File: config.mk
export PLATFORM = sky130hd
export DESIGN_NAME = fp16_mul_arbiter
export DESIGN_NICKNAME = d
export VERILOG_FILES = /design/src/rtl/fp16_mul_arbiter.sv
export SDC_FILE = /design/constraint.sdc
export NUM_CORES = 1
export LEC_CHECK = 0
export ABC_AREA = 1
export CAP_MARGIN = 20
export CORE_MARGIN = 1.5
export CORE_UTILIZATION = 37
export CTS_BUF_LIST = sky130_fd_sc_hd__clkbuf_2 sky130_fd_sc_hd__clkbuf_4 sky130_fd_sc_hd__clkbuf_8
export DETAILED_ROUTE_END_ITERATION = 8
export GPL_TIMING_DRIVEN = 0
export PLACE_DENSITY = 0.95
export SYNTH_ARGS = -nofsm -noshare
export SYNTH_HDL_FRONTEND = slang
export SYNTH_SLANG_ARGS = --single-unit
File: constraint.sdc
create_clock -name clk -period 6.25 [get_ports clk]
set_input_delay 1.5625 -clock clk [delete_from_list [all_inputs] [get_ports clk]]
set_output_delay 1.5625 -clock clk [all_outputs]
set_load 0.01 [all_outputs]
File: src/rtl/fp16_mul_arbiter.sv
// Round-robin arbiter sharing one fixed-latency float16 multiplier among NREQ requesters.
// Define FP16_ARB_FIXED_PRIO_EN to use fixed lowest-index-first priority instead.
module fp16_mul_arbiter #(
  parameter int NREQ = 4,
  parameter int LAT  = 3
) (
  input  logic               clk,
  input  logic               rst,
  input  logic [NREQ-1:0]    req_valid,
  output logic [NREQ-1:0]    req_ready,
  input  logic [16*NREQ-1:0] req_a,
  input  logic [16*NREQ-1:0] req_b,
  output logic               mul_de_in,
  output logic [15:0]        mul_a,
  output logic [15:0]        mul_b,
  input  logic               mul_de_out,
  input  logic [15:0]        mul_data,
  output logic [NREQ-1:0]    rsp_valid,
  output logic [15:0]        rsp_data,
  output logic               busy,
  output logic               err
);
  localparam int IW = (NREQ > 1) ? $clog2(NREQ) : 1;

  logic          gfound;
  logic [IW-1:0] gidx;
  logic          xfer;
  logic [LAT-1:0] tag_vld;
  logic [IW-1:0]  tag_idx [LAT];
  logic           out_vld;
  logic [IW-1:0]  out_idx;
  logic           hit;

`ifdef FP16_ARB_FIXED_PRIO_EN
  // Descending scan: the last match written is the lowest index.
  always_comb begin
    gfound = 1'b0;
    gidx   = '0;
    for (int unsigned k = NREQ; k > 0; k--) begin
      if (req_valid[k-1]) begin
        gfound = 1'b1;
        gidx   = IW'(k - 1);
      end
    end
  end
`else
  logic [IW-1:0] ptr;
  int unsigned   j;

  // Descending scan over offsets from ptr: the smallest offset wins.
  always_comb begin
    gfound = 1'b0;
    gidx   = '0;
    j      = 0;
    for (int unsigned k = NREQ; k > 0; k--) begin
      j = (32'(ptr) + k - 1) % NREQ;
      if (req_valid[j]) begin
        gfound = 1'b1;
        gidx   = IW'(j);
      end
    end
  end

  always_ff @(posedge clk or posedge rst) begin
    if (rst) begin
      ptr <= '0;
    end else if (xfer) begin
      ptr <= (gidx == IW'(NREQ - 1)) ? '0 : gidx + IW'(1);
    end
  end
`endif

  assign xfer      = gfound & ~rst;
  assign req_ready = xfer ? (NREQ'(1) << gidx) : '0;
  assign mul_de_in = xfer;
  assign mul_a     = xfer ? req_a[16*gidx +: 16] : '0;
  assign mul_b     = xfer ? req_b[16*gidx +: 16] : '0;

  always_ff @(posedge clk or posedge rst) begin
    if (rst) begin
      tag_vld <= '0;
      for (int unsigned i = 0; i < LAT; i++) tag_idx[i] <= '0;
    end else begin
      tag_vld[0] <= xfer;
      tag_idx[0] <= gidx;
      for (int unsigned i = 1; i < LAT; i++) begin
        tag_vld[i] <= tag_vld[i-1];
        tag_idx[i] <= tag_idx[i-1];
      end
    end
  end

  assign out_vld   = tag_vld[LAT-1];
  assign out_idx   = tag_idx[LAT-1];
  // A strobe without a valid tag is dropped; it only raises err.
  assign hit       = out_vld & mul_de_out;
  assign rsp_valid = hit ? (NREQ'(1) << out_idx) : '0;
  assign rsp_data  = hit ? mul_data : '0;
  assign busy      = |tag_vld;

  always_ff @(posedge clk or posedge rst) begin
    if (rst) begin
      err <= 1'b0;
    end else if (mul_de_out != out_vld) begin
      err <= 1'b1;
    end
  end
endmodule

==> results.toml, run 1 <==
[run_status]
run_status = "finished, final reports clean"

[clock_network]
clock-sinks = 12
cts_tree = "yes"
cts_buffers = 3
post_cts_resize_count = 0
htree_levels = 1
clkTransAtPathRegs_ns = 0.05
clock_path_buffers = 2
postCtsHoldBufs = 0
cts_setup_buffers = 0
clock_latency_ns = 0.24
cts_root_buf = "clkbuf_8"

[pwr]
p_per_area_mw_per_mm2 = 538.3
leakagePower_nw = 2.521
max-vdd-ir-drop_mv = 0.3029

[finish]
n_fill_cell = 566
nets = 853
drive_gt1_share_pct = 6.034
area_growth_pct = 88.21
final_core_util_pct = 71.36
n_antenna_cell = 0

[global_routing]
grt_pass1_vias = 3718
use_met3_pct = 4.524
grtUsageMet2_pct = 48.53
grt_busiest_layer = "met2"
grt_max_degree = 13
antenna_found_initial = 0
grtUsageMet1_pct = 28.88
overflow = 0
grt_usage_pct = 26.05
grt_pass1_wl_microns = 16010

[critical_path]
critPathRequiredTime_ns = 4.69
cp_common_cell = "nand2_1"
worstSetupPathType = "in -> out"
cp-start-kind = "input pin"
cp_cell_sequence = "clkdlybuf4s50_1 -> nand2_1 -> nand2_1 -> nand2_1 -> nand2_1 -> inv_2 -> nand2_1 -> nor2_1 -> nor2_2 -> inv_2 -> clkbuf_1 -> a21oi_1 -> clkdlybuf4s50_1"
critPathArrivalTime_ns = 4.07
slowest_delay_ns = 0.57
path_max_fanout = 10
endpoint_kind = "output pin"
cp_top_family = "buffers and inverters"
crit_path_top_delay_cell = "clkdlybuf4s50_1"
path_buf_inv = 5

[floorplanning]
core-area_sq_mm = 0.006719
die_area_sq_mm = 0.007392
placementRows = 30
die_w_microns = 85.98
initial_core_util_pct = 37.91
die_h_microns = 85.98
ioPinCount = 210

[timing]
skew_ns = 0.004100
hold_viol = 0
worst_slack_ns = 0.6144
period_minus_slack_ns = 5.636
report.final.slew_viol_count = 0
rsz0062_at_grt = "no"
worstMarginPinSlew_ns = 0.5116
clock.fmax_mhz = 177.4
setup_viol = 0
fin_setup_tns_ns = 0
max_slew_margin_pct = 65.89
fin_crit_sh_pct = 90.17

[synth]
syn_area_sq_mm = 0.002547
synth.distinct_cells = 21
ys_warn_count = 0
syn_area_per_cell_sq_um = 5.274
ys_seq_area_share_pct = 11.79
ys_ff_latch = 12
synth_cells = 483
synth_nets = 639

[routing]
ant_nets = 0
viasPerCell = 4.921
wirelength_microns = 10330
drtIter0Drc = 172
post_drt_wl_per_cell_microns = 13.32
num_vias = 3819
drt_pass1_iterations = 6
drcViolationCount = 0

[job]
maxCapViolations = 0

[placed_design]
gp_congestion = 0.8841
post-dp-hpwl_microns = 8311
pre_cts_ws_ns = 0.6620
portBuffers = 209

[worst_hold_path]
hold_class = "reg -> reg"
-- sequential cells by signal, indices dropped and copies added, names as in the netlist --
register,count
tag_vld,3
ptr,2
out_idx,2
err,1
tag_idx,4
-- path summary, 6_finish.rpt --
check,startpoint,to,cells after the start,slack [ns]
worst min-delay path,tag_idx[2],out_idx[0],0,0.35
min in group asynchronous,rst,tag_idx[3],2,1.71
worst max register to register,ptr[0],ptr[1],13,3.86
worst min register to register,tag_idx[2],out_idx[0],0,0.35
max in group asynchronous,rst,err,2,4.23
worst max-delay path,req_valid[1],mul_a[13],13,0.61
-- routing by layer --
layer  part of all wire (%)  routed length, microns
met5                      0                       0
met4                    3.8                     388
met3                    8.9                     923
met2                     50                    5125
met1                     38                    3895
-- area by class of cell --
| type | instances | area (sq um) | area share (%) |
|---|---|---|---|
| Sequential cell | 12 | 300.3 | 6.263 |
| Timing Repair Buffer | 209 | 2092 | 43.63 |
| Clock buffer | 4 | 55.05 | 1.148 |
| Multi-Input combinational cell | 306 | 1508 | 31.45 |
| Buffer | 32 | 240.2 | 5.010 |
| Inverter | 133 | 499.2 | 10.41 |
| Tap cell | 80 | 100.1 | 2.088 |
-- placed cells by master (no fill, tap or decap), drive strengths merged --
master	count
nand2	119
clkdlybuf4s50	209
ha	5
o21ai	3
a31oi	1
nand3	100
nor2	8
clkbuf	8
inv	133
or3	1
a21oi	32
buf	28
nand3b	32
or2	1
nor3	4
dfrtp	12
-- stage by stage --
stage / total power, mW / area (sq um) / instances / hold slack, ns
after floorplan: 1.604 / 2547 / 483 / 0.3312
after global placement: 2.402 / 4740 / 772 / 0.3330
after detailed placement: 2.471 / 4740 / 772 / 0.3347
after CTS: 2.565 / 4795 / 776 / 0.3481
after global routing: 2.812 / 4795 / 776 / 0.3651
final: 2.581 / 4795 / 776 / 0.3507
-- synth_stat cells --
master    number  area, sq um
inv_1        129        484.2
nand2_1      116        435.4
nand3_1      100        500.5
a21oi_1       32        160.2
nand3b_1      32        240.2
buf_2         12        60.06
buf_6         12        135.1
dfrtp_1       12        300.3
nor2_1         7        26.28
ha_1           5        62.56
buf_4          4        30.03
clkbuf_1       4        15.01
inv_2          4        15.01
nor3_1         4        20.02
nand2_2        3        18.77
o21ai_0        2        10.01
a31oi_1        1        6.260
nor2_2         1        6.260
o21ai_2        1        8.760
or2_2          1        6.260
or3_1          1        6.260
-- worst register-to-register path: cells and delay by family, from the launching register on --
family | cells | cell delay (ns)
adder cells (fa/ha/maj) | 1 | 0.31
AO/OA/AOI/OAI | 2 | 0.44
AND/OR/NAND/NOR | 6 | 0.46
flip-flops | 1 | 0.46
buffers and inverters | 4 | 0.58
-- report_power, final --
part,switching [mW],internal (mW)
logic,1.31,1.05
registers,0.0246,0.110
clock network,0.0272,0.0555
-- kinds of logic after synthesis --
group	count (synthesis)	synth area share, %
adder cells (fa/ha/maj)	5	2.456
buffers and inverters	165	29.03
AO/OA/AOI/OAI	36	7.269
AND/OR/NAND/NOR	265	49.46
flip-flops	12	11.79
Note: power is estimated with default switching activity, not from simulation.
==> run 2, diff against run 1 <==
--- a/config.mk
+++ b/config.mk
@@ -10,6 +10,7 @@
 export CORE_MARGIN = 1.5
 export CORE_UTILIZATION = 37
 export CTS_BUF_LIST = sky130_fd_sc_hd__clkbuf_2 sky130_fd_sc_hd__clkbuf_4 sky130_fd_sc_hd__clkbuf_8
+export CTS_CLUSTER_DIAMETER = 30
 export DETAILED_ROUTE_END_ITERATION = 8
 export GPL_TIMING_DRIVEN = 0
 export PLACE_DENSITY = 0.95
==> results of run 2 <==
No change in the layout: final DEF, timing and power equal those of run 1.
